File: config.mk
export PLATFORM = sky130hd
export DESIGN_NAME = riscv_mem_arbiter
export DESIGN_NICKNAME = d
export VERILOG_FILES = /design/src/rtl/riscv_mem_arbiter.sv
export SDC_FILE = /design/constraint.sdc
export NUM_CORES = 1
export LEC_CHECK = 0
export ABC_AREA = 1
export BUFFER_PORTS_ARGS = -buffer_cell sky130_fd_sc_hd__buf_2
export CAP_MARGIN = 0
export CELL_PAD_IN_SITES_DETAIL_PLACEMENT = 2
export CELL_PAD_IN_SITES_GLOBAL_PLACEMENT = 2
export CORE_MARGIN = 2
export CORE_UTILIZATION = 28
export CTS_BUF_LIST = sky130_fd_sc_hd__clkbuf_8
export CTS_CLUSTER_SIZE = 40
export DETAILED_ROUTE_END_ITERATION = 7
export PLACE_DENSITY = 0.87
export SLEW_MARGIN = 20
export SYNTH_ARGS = -nofsm -noshare
export SYNTH_HDL_FRONTEND = slang
export SYNTH_SLANG_ARGS = --single-unit
File: constraint.sdc
create_clock -name clk -period 4.9 [get_ports clk]
set_input_delay 0.245 -clock clk [delete_from_list [all_inputs] [get_ports clk]]
set_output_delay 0.245 -clock clk [all_outputs]
set_load 0.05 [all_outputs]
File: src/rtl/riscv_mem_arbiter.sv
`default_nettype none
// ============================================================================
// Module      : riscv_mem_arbiter
// Description : Shares one single-port word RAM between ifetch and load/store.
//               Optional fairness starve counter: RISCV_ARB_FAIRNESS_EN.
// Revision    : 1.0 - initial release
// ============================================================================
module riscv_mem_arbiter #(
    parameter int WORD_LENGTH  = 32,
    parameter int NUM_MEM      = 4096,
    parameter int STARVE_LIMIT = 4
) (
    input  logic                          clk,
    input  logic                          rst,
    input  logic                          if_req_valid,
    output logic                          if_req_ready,
    input  logic [WORD_LENGTH-1:0]        if_addr,
    output logic                          if_resp_valid,
    output logic [WORD_LENGTH-1:0]        if_rdata,
    input  logic                          d_req_valid,
    output logic                          d_req_ready,
    input  logic [WORD_LENGTH-1:0]        d_addr,
    input  logic                          d_we,
    input  logic [WORD_LENGTH-1:0]        d_wdata,
    output logic                          d_resp_valid,
    output logic [WORD_LENGTH-1:0]        d_rdata,
    output logic [$clog2(NUM_MEM)-1:0]    mem_addr,
    output logic                          mem_we,
    output logic [WORD_LENGTH-1:0]        mem_wdata,
    input  logic [WORD_LENGTH-1:0]        mem_rdata
);

    localparam int c_ADDR_BITS = $clog2(NUM_MEM);

    typedef enum logic [1:0] {
        S_IDLE   = 2'd0,
        S_ACCESS = 2'd1,
        S_RESP   = 2'd2
    } state_t;

    state_t                  r_state;
    logic [WORD_LENGTH-1:0]  r_addr;
    logic [WORD_LENGTH-1:0]  r_wdata;
    logic                    r_we;
    logic                    r_owner_d;
    logic                    r_mem_we;
    logic                    r_if_resp;
    logic                    r_d_resp;
    logic [WORD_LENGTH-1:0]  r_if_rdata;
    logic [WORD_LENGTH-1:0]  r_d_rdata;

    logic                    w_idle;
    logic                    w_d_grant;
    logic                    w_if_grant;

    assign w_idle = (r_state == S_IDLE);

`ifdef RISCV_ARB_FAIRNESS_EN
    localparam int c_CNT_BITS = (STARVE_LIMIT < 1) ? 1 : $clog2(STARVE_LIMIT + 1);
    localparam logic [c_CNT_BITS-1:0] c_LIMIT = c_CNT_BITS'(STARVE_LIMIT);

    logic [c_CNT_BITS-1:0]   r_starve;
    logic                    w_if_turn;

    assign w_if_turn  = (r_starve == c_LIMIT);
    assign w_d_grant  = w_idle && d_req_valid && !(if_req_valid && w_if_turn);
    assign w_if_grant = w_idle && if_req_valid && (!d_req_valid || w_if_turn);

    // Counts data grants that overtook a waiting fetch; any gap in fetch demand forgives them.
    always_ff @(posedge clk or posedge rst) begin
        if (rst) begin
            r_starve <= '0;
        end else if (!if_req_valid || w_if_grant) begin
            r_starve <= '0;
        end else if (w_d_grant) begin
            r_starve <= r_starve + 1'b1;
        end
    end
`else
    logic                    w_unused_cfg;

    assign w_d_grant    = w_idle && d_req_valid;
    assign w_if_grant   = w_idle && if_req_valid && !d_req_valid;
    assign w_unused_cfg = (STARVE_LIMIT < 0);
`endif

    always_ff @(posedge clk or posedge rst) begin
        if (rst) begin
            r_state    <= S_IDLE;
            r_addr     <= '0;
            r_wdata    <= '0;
            r_we       <= 1'b0;
            r_owner_d  <= 1'b0;
            r_mem_we   <= 1'b0;
            r_if_resp  <= 1'b0;
            r_d_resp   <= 1'b0;
            r_if_rdata <= '0;
            r_d_rdata  <= '0;
        end else begin
            r_mem_we  <= 1'b0;
            r_if_resp <= 1'b0;
            r_d_resp  <= 1'b0;
            case (r_state)
                S_IDLE: begin
                    if (w_d_grant) begin
                        r_addr    <= d_addr;
                        r_wdata   <= d_wdata;
                        r_we      <= d_we;
                        r_owner_d <= 1'b1;
                        r_mem_we  <= d_we;
                        r_state   <= S_ACCESS;
                    end else if (w_if_grant) begin
                        r_addr    <= if_addr;
                        r_we      <= 1'b0;
                        r_owner_d <= 1'b0;
                        r_state   <= S_ACCESS;
                    end
                end
                S_ACCESS: begin
                    if (!r_we) begin
                        if (r_owner_d) begin
                            r_d_rdata <= mem_rdata;
                        end else begin
                            r_if_rdata <= mem_rdata;
                        end
                    end
                    r_if_resp <= !r_owner_d;
                    r_d_resp  <= r_owner_d;
                    r_state   <= S_RESP;
                end
                S_RESP: begin
                    r_state <= S_IDLE;
                end
                default: begin
                    r_state <= S_IDLE;
                end
            endcase
        end
    end

    // Address bits above the RAM depth are dropped so accesses wrap modulo NUM_MEM.
    logic w_unused_addr;
    assign w_unused_addr = ^r_addr[WORD_LENGTH-1:c_ADDR_BITS];

    assign if_req_ready  = w_if_grant;
    assign d_req_ready   = w_d_grant;
    assign mem_addr      = r_addr[c_ADDR_BITS-1:0];
    assign mem_we        = r_mem_we;
    assign mem_wdata     = r_wdata;
    assign if_resp_valid = r_if_resp;
    assign d_resp_valid  = r_d_resp;
    assign if_rdata      = r_if_rdata;
    assign d_rdata       = r_d_rdata;

endmodule
`default_nettype wire

==> results of run 1 <==
[cell usage after synthesis]
master and number:
o21ai_2 37, buf_6 12, nand2_2 1, buf_2 7
nand2_1 198, o21ai_0 2, nor2_1 6, nand3_1 24
o21ai_1 28, clkbuf_8 1, inv_1 60, dfrtp_1 115
buf_4 4, inv_2 3, nand2_4 2, nor2_4 2
[flip-flops by register name, indices dropped and copies added, names as in the netlist]
signal         flops
d_rdata           32
r_addr            12
r_we               1
d_resp_valid       1
if_rdata          32
if_resp_valid      1
mem_we             1
r_state            2
r_owner_d          1
mem_wdata         32
[through the flow]
| step | total power, mW | area (um2) | hold WS [ns] | setup WS [ns] |
|---|---|---|---|---|
| final | 5.93 | 6580 | 0.0211 | 1.64 |
| after global routing | 6.28 | 6580 | 0.00327 | 1.36 |
| after CTS | 5.98 | 6580 | 0.00151 | 1.55 |
| after global placement | 4.73 | 5840 | 0.432 | 2.17 |
| after floorplan | 4.12 | 4740 | 0.355 | 1.61 |
| after detailed placement | 4.89 | 5840 | 0.448 | 2.03 |
[where the power goes]
part / switching, mW / total, mW / internal [mW]
registers: 0.262 / 1.68 / 1.41
logic: 2.54 / 3.21 / 0.669
clock network: 0.427 / 1.04 / 0.618
total: 3.23 / 5.93 / 2.70
[final cells by class]
| class | instances | share of cell area (%) |
|---|---|---|
| sequential | 115 | 43.8 |
| multi-input combinational | 300 | 21.5 |
| inverter | 63 | 3.63 |
| clock buffer | 18 | 3.77 |
| tap | 220 | 4.19 |
| timing repair buffer | 234 | 20.0 |
| clock inverter | 14 | 3.20 |
[cell families (layout without fill, tap and decap cells)]
family                 after synthesis  in the layout
and+or+nand+nor                    233            233
DFF                                115            115
buffers and inverters               87            329
AOI/OAI and AO/OA                   67             67
[routing by layer]
| layer | track usage [%] | wire length (um) | share of wire (%) | vias to the layer above |
|---|---|---|---|---|
| met4 | 7.08 | 304 | 1.8 | 0 |
| li1 | - | - | - | 1997 |
| met2 | 34.0 | 8370 | 50 | 169 |
| met5 | 0 | 0 | 0 | - |
| met3 | 5.93 | 1200 | 7.2 | 21 |
| met1 | 22.0 | 6770 | 41 | 2077 |
[path summary, 6_finish.rpt]
check,startpoint,to,slack [ns],cells after the start
max reg2reg,r_state[0],mem_wdata[18],2.36,5
max,r_state[0],d_req_ready,1.64,4
max in group asynchronous,rst,mem_wdata[12],3.69,3
min in group clk,d_wdata[23],mem_wdata[23],0.02,3
min,rst,d_rdata[3],0.02,2
min reg2reg,r_addr[9],r_addr[9],0.48,2
==> out/qor.txt, run 1 <==
GP Congestion = 0.753
CTS root buf = clkbuf_8
Final min period = 3.26 ns
Crit Path Max Fanout = 48
Post-Syn Nets = 635
Worst Path Buf+Inv = 2
Die Y = 134 um
Drt total wl = 16.6 mm
FF+latch area = 2880 um2
P_leak = 3.76 nW
Slew HR = 37.0%
Buffers on Ports = 205
Max Clk Rate = 0.307 GHz
Die X = 134 um
All-layer global routing usage = 19.2%
Status = finished, final reports clean
PwrDens = 903 nW/um2
CTS tree = done
Share of layout cells above drive strength 1 = 38.0%
Hpwl dp = 11.0 mm
Non-Filler Instances = 964
Layout Utilization = 39.6%
CP required = 4.66 ns
Highest cell delay on the worst timing path = 0.78 ns
Top delay family on crit path = buffers and inverters
Total congestion overflow = 0
HP Class = input pin to async pin
# hold bufs at CTS = 28
H-tree levels = 4
Largest net degree at the start of global routing = 74
Avg Cell Area, Syn = 9.44 um2
Clock latency on the worst-skew pair = 0.44 ns
Fin crit share = 66.6%
YS warnings = 0
Slew Limit Fails = 0
Iteration-0 DRC Markers = 148
Slew @ Worst Pin = 0.944 ns
Synth top area share = 60.7%
Endpoints failing setup = 0
Crit start category = flop
Clk sink count = 115
Critical Path Sink Type = output port
Post-CTS Setup Inserts = 0
DRC = 0
Vias in the first global route = 4937
Maximum VDD drop = 0.000319 V
Number of buffers created by CTS = 17
Rows = 47
Cell Area, Synth = 4740 um2
Io pins = 246
Seq/Total Area, Yosys = 60.7%
Core Region = 16600 um2
Critical-path cell list = nor2_4 -> nand2_2 -> inv_2 -> buf_2
Worst-path clk slew = 0.07 ns
Post-Synth Simple-Gate Area = 19.8%
Seq cells post-synth = 115
Nets = 864
Largest family of logic cells by synthesized area = simple AND/OR/NAND/NOR gates
ANT cells = 0
Commonest non-fill, non-tap cell in the layout = buf_2
Multi-input logic area = 1410 um2
Routed via count = 4264
Area Growth Syn to Fin = 38.7%
Routed len/inst = 17.3 um
CP arrival = 3.02 ns
Starting density of the core = 28.6%
Setup TNS = 0 ns
Die ar. = 18000 um2
Antenna violations before repair = 0
WS Path Type = flop to output port
Synth area leaders = dfrtp_1 61%, nand2_1 16%, o21ai_2 6.8%
Slowest cell on the critical path = inv_2
RSZ-0062 raised after global routing = false
Max Cap Viol = 0
Worst Skew = 0.0177 ns
# fillers = 1889
Post_cts resized = 0
Most frequent cells in the layout = 205 x buf_2, 198 x nand2_1, 115 x dfrtp_1
Post-Synth XOR/XNOR Area = 0%
Adder-Cell Fraction of Synth Area = 0%
Clk buf depth = 2
Cells after DPL = 904
First-pass GRT wire length = 26.8 mm
Hold Violations, Final = 0
Synth Area in Compound Gates = 10.0%
Mux cell area share after synthesis = 0%
Cell variety after synth = 16
Avg Vias per Cell = 4.42
Post-synthesis instance total = 502
Final ANT Viol Nets = 0
DRT Pass-1 Iters = 4
Synth area leader = dfrtp_1
No activity file was read; power rests on OpenSTA's default activity.
==> inputs of run 2 (changes only) <==
--- a/config.mk
+++ b/config.mk
@@ -11,11 +11,11 @@
 export CELL_PAD_IN_SITES_DETAIL_PLACEMENT = 2
 export CELL_PAD_IN_SITES_GLOBAL_PLACEMENT = 2
 export CORE_MARGIN = 2
-export CORE_UTILIZATION = 28
+export CORE_UTILIZATION = 23
 export CTS_BUF_LIST = sky130_fd_sc_hd__clkbuf_8
 export CTS_CLUSTER_SIZE = 40
 export DETAILED_ROUTE_END_ITERATION = 7
-export PLACE_DENSITY = 0.87
+export PLACE_DENSITY = 0.77
 export SLEW_MARGIN = 20
 export SYNTH_ARGS = -nofsm -noshare
 export SYNTH_HDL_FRONTEND = slang
==> constraint.sdc (replaced) <==
create_clock -name clk -period 2.9 [get_ports clk]
set_input_delay 0.145 -clock clk [delete_from_list [all_inputs] [get_ports clk]]
set_output_delay 0.145 -clock clk [all_outputs]
set_load 0.05 [all_outputs]
==> out/qor.txt, run 2 (same netlist as run 1, synthesis figures left out) <==
Avg Vias per Cell = 4.15
PwrDens = 1400 nW/um2
Status = finished, final reports clean
FF+latch area = 2880 um2
Hpwl dp = 10.6 mm
Setup TNS = 0 ns
WS Path Type = flop to output port
# fillers = 2313
Overall Power = 9.88 mW
Iteration-0 DRC Markers = 89
Maximum VDD drop = 0.000557 V
Slew @ Worst Pin = 0.855 ns
Crit start category = flop
Io pins = 246
Max Clk Rate = 0.482 GHz
Area Growth Syn to Fin = 48.3%
Clock latency on the worst-skew pair = 0.43 ns
Multi-input logic area = 1410 um2
CP required = 2.76 ns
Met1 usage = 18.8%
All-layer global routing usage = 16.1%
Total congestion overflow = 0
DP Area = 5960 um2
Hold Violations, Final = 0
H-tree levels = 4
GP Congestion = 0.700
Drt total wl = 17.1 mm
Critical Path Sink Type = output port
Starting density of the core = 23.4%
Antenna violations before repair = 1
Worst-path clk slew = 0.08 ns
Endpoints failing setup = 0
Met3 Usage GRT = 4.75%
DRT Pass-1 Iters = 4
Final ANT Viol Nets = 0
Clk sink count = 115
Rows = 52
FF-to-FF setup slack = 1.06 ns
CP arrival = 1.93 ns
First-pass GRT wire length = 27.5 mm
CTS tree = done
Highest cell delay on the worst timing path = 0.41 ns
RSZ-0062 raised after global routing = false
Vias in the first global route = 4973
Routed via count = 4386
Core Region = 20200 um2
DRC = 0
Die ar. = 21800 um2
Buffers on Ports = 205
Slowest cell on the critical path = dfrtp_1
HP Class = input pin to flop
Die X = 148 um
Crit Path Max Fanout = 23
GR peak layer = met2
Number of buffers created by CTS = 17
Critical-path cell list = nor2_4 -> nand2_2 -> buf_4 -> inv_2 -> buf_2
Share of layout cells above drive strength 1 = 36.8%
Slew Limit Fails = 0
Slew HR = 42.9%
P_leak = 3.90 nW
Worst Skew = 0.0152 ns
Fin crit share = 71.6%
Commonest non-fill, non-tap cell in the layout = buf_2
GR Util met2 = 28.4%
Clk buf depth = 2
Nets = 906
Die Y = 148 um
Largest net degree at the start of global routing = 65
Final min period = 2.08 ns
Max Cap Viol = 0
CTS root buf = clkbuf_8
Final instance area = 7030 um2
Routed len/inst = 16.1 um
Most frequent cells in the layout = 205 x buf_2, 198 x nand2_1, 115 x dfrtp_1
run 2: changes by cell type in the layout (fill, tap and decap cells not counted), moves of 2 or more:
cell,previous run,this run
buf_12,0,2
bufinv_16,5,2
clkinvlp_4,2,6
buf_4,1,4
clkinv_2,3,0
dlygate4sd3_1,28,65
clkinv_4,2,4
run 2: what timing repair did:
action | CTS | global route
setup buffers | 0 | 0
endpoints found under the hold margin | 124 | 0
hold buffers | 65 | 0
gates resized for setup | 0 | 0
run 2: worst max-delay path, delay by kind of cell (launching register included):
kind / cells / cell delay, ns
DFF: 1 / 0.41
buffers and inverters: 3 / 0.63
and+or+nand+nor: 2 / 0.45
run 2: final cells by class:
cell class,instances,share of cell area [%]
Antenna cell,1,0.0356
Clock buffer,19,3.72
Clock inverter,13,2.17
Inverter,63,3.42
Multi-Input combinational cell,300,20.1
Sequential cell,115,40.9
Tap cell,270,4.81
Timing Repair Buffer,276,24.8
run 2: through the flow:
step | worst slack [ns] | util (%) | hold WS [ns] | instances
6_report | 0.824 | 34.7 | 0.0213 | 1057
5_1_grt | 0.686 | 34.7 | 0.0118 | 1057
2_1_floorplan | 1.29 | - | 0.255 | 502
3_3_place_gp | 1.12 | 29.5 | 0.341 | 959
3_5_place_dp | 1.06 | 29.5 | 0.345 | 959
4_1_cts | 0.792 | 34.7 | 0.000177 | 1056
run 2: where the power goes:
group          internal (mW)  switching [mW]
Combinational           1.19            4.29
Clock                  0.822           0.741
Sequential              2.39           0.441
run 2: path summary, 6_finish.rpt:
path	startpoint	depth (start not counted)	endpoint
setup / recovery	r_state[0]	5	d_req_ready
hold / removal	mem_rdata[22]	3	if_rdata[22]
setup reg to reg	r_state[0]	7	mem_wdata[1]
hold reg to reg	r_owner_d	1	if_resp_valid
max in group asynchronous	rst	4	r_we
min in group asynchronous	rst	3	if_rdata[3]
run 2: layer usage:
| metal | vias up | wire length (um) |
|---|---|---|
| met4 | 0 | 276 |
| met1 | 2132 | 7140 |
| met5 | - | 0 |
| li1 | 2084 | - |
| met2 | 152 | 8540 |
| met3 | 18 | 1110 |
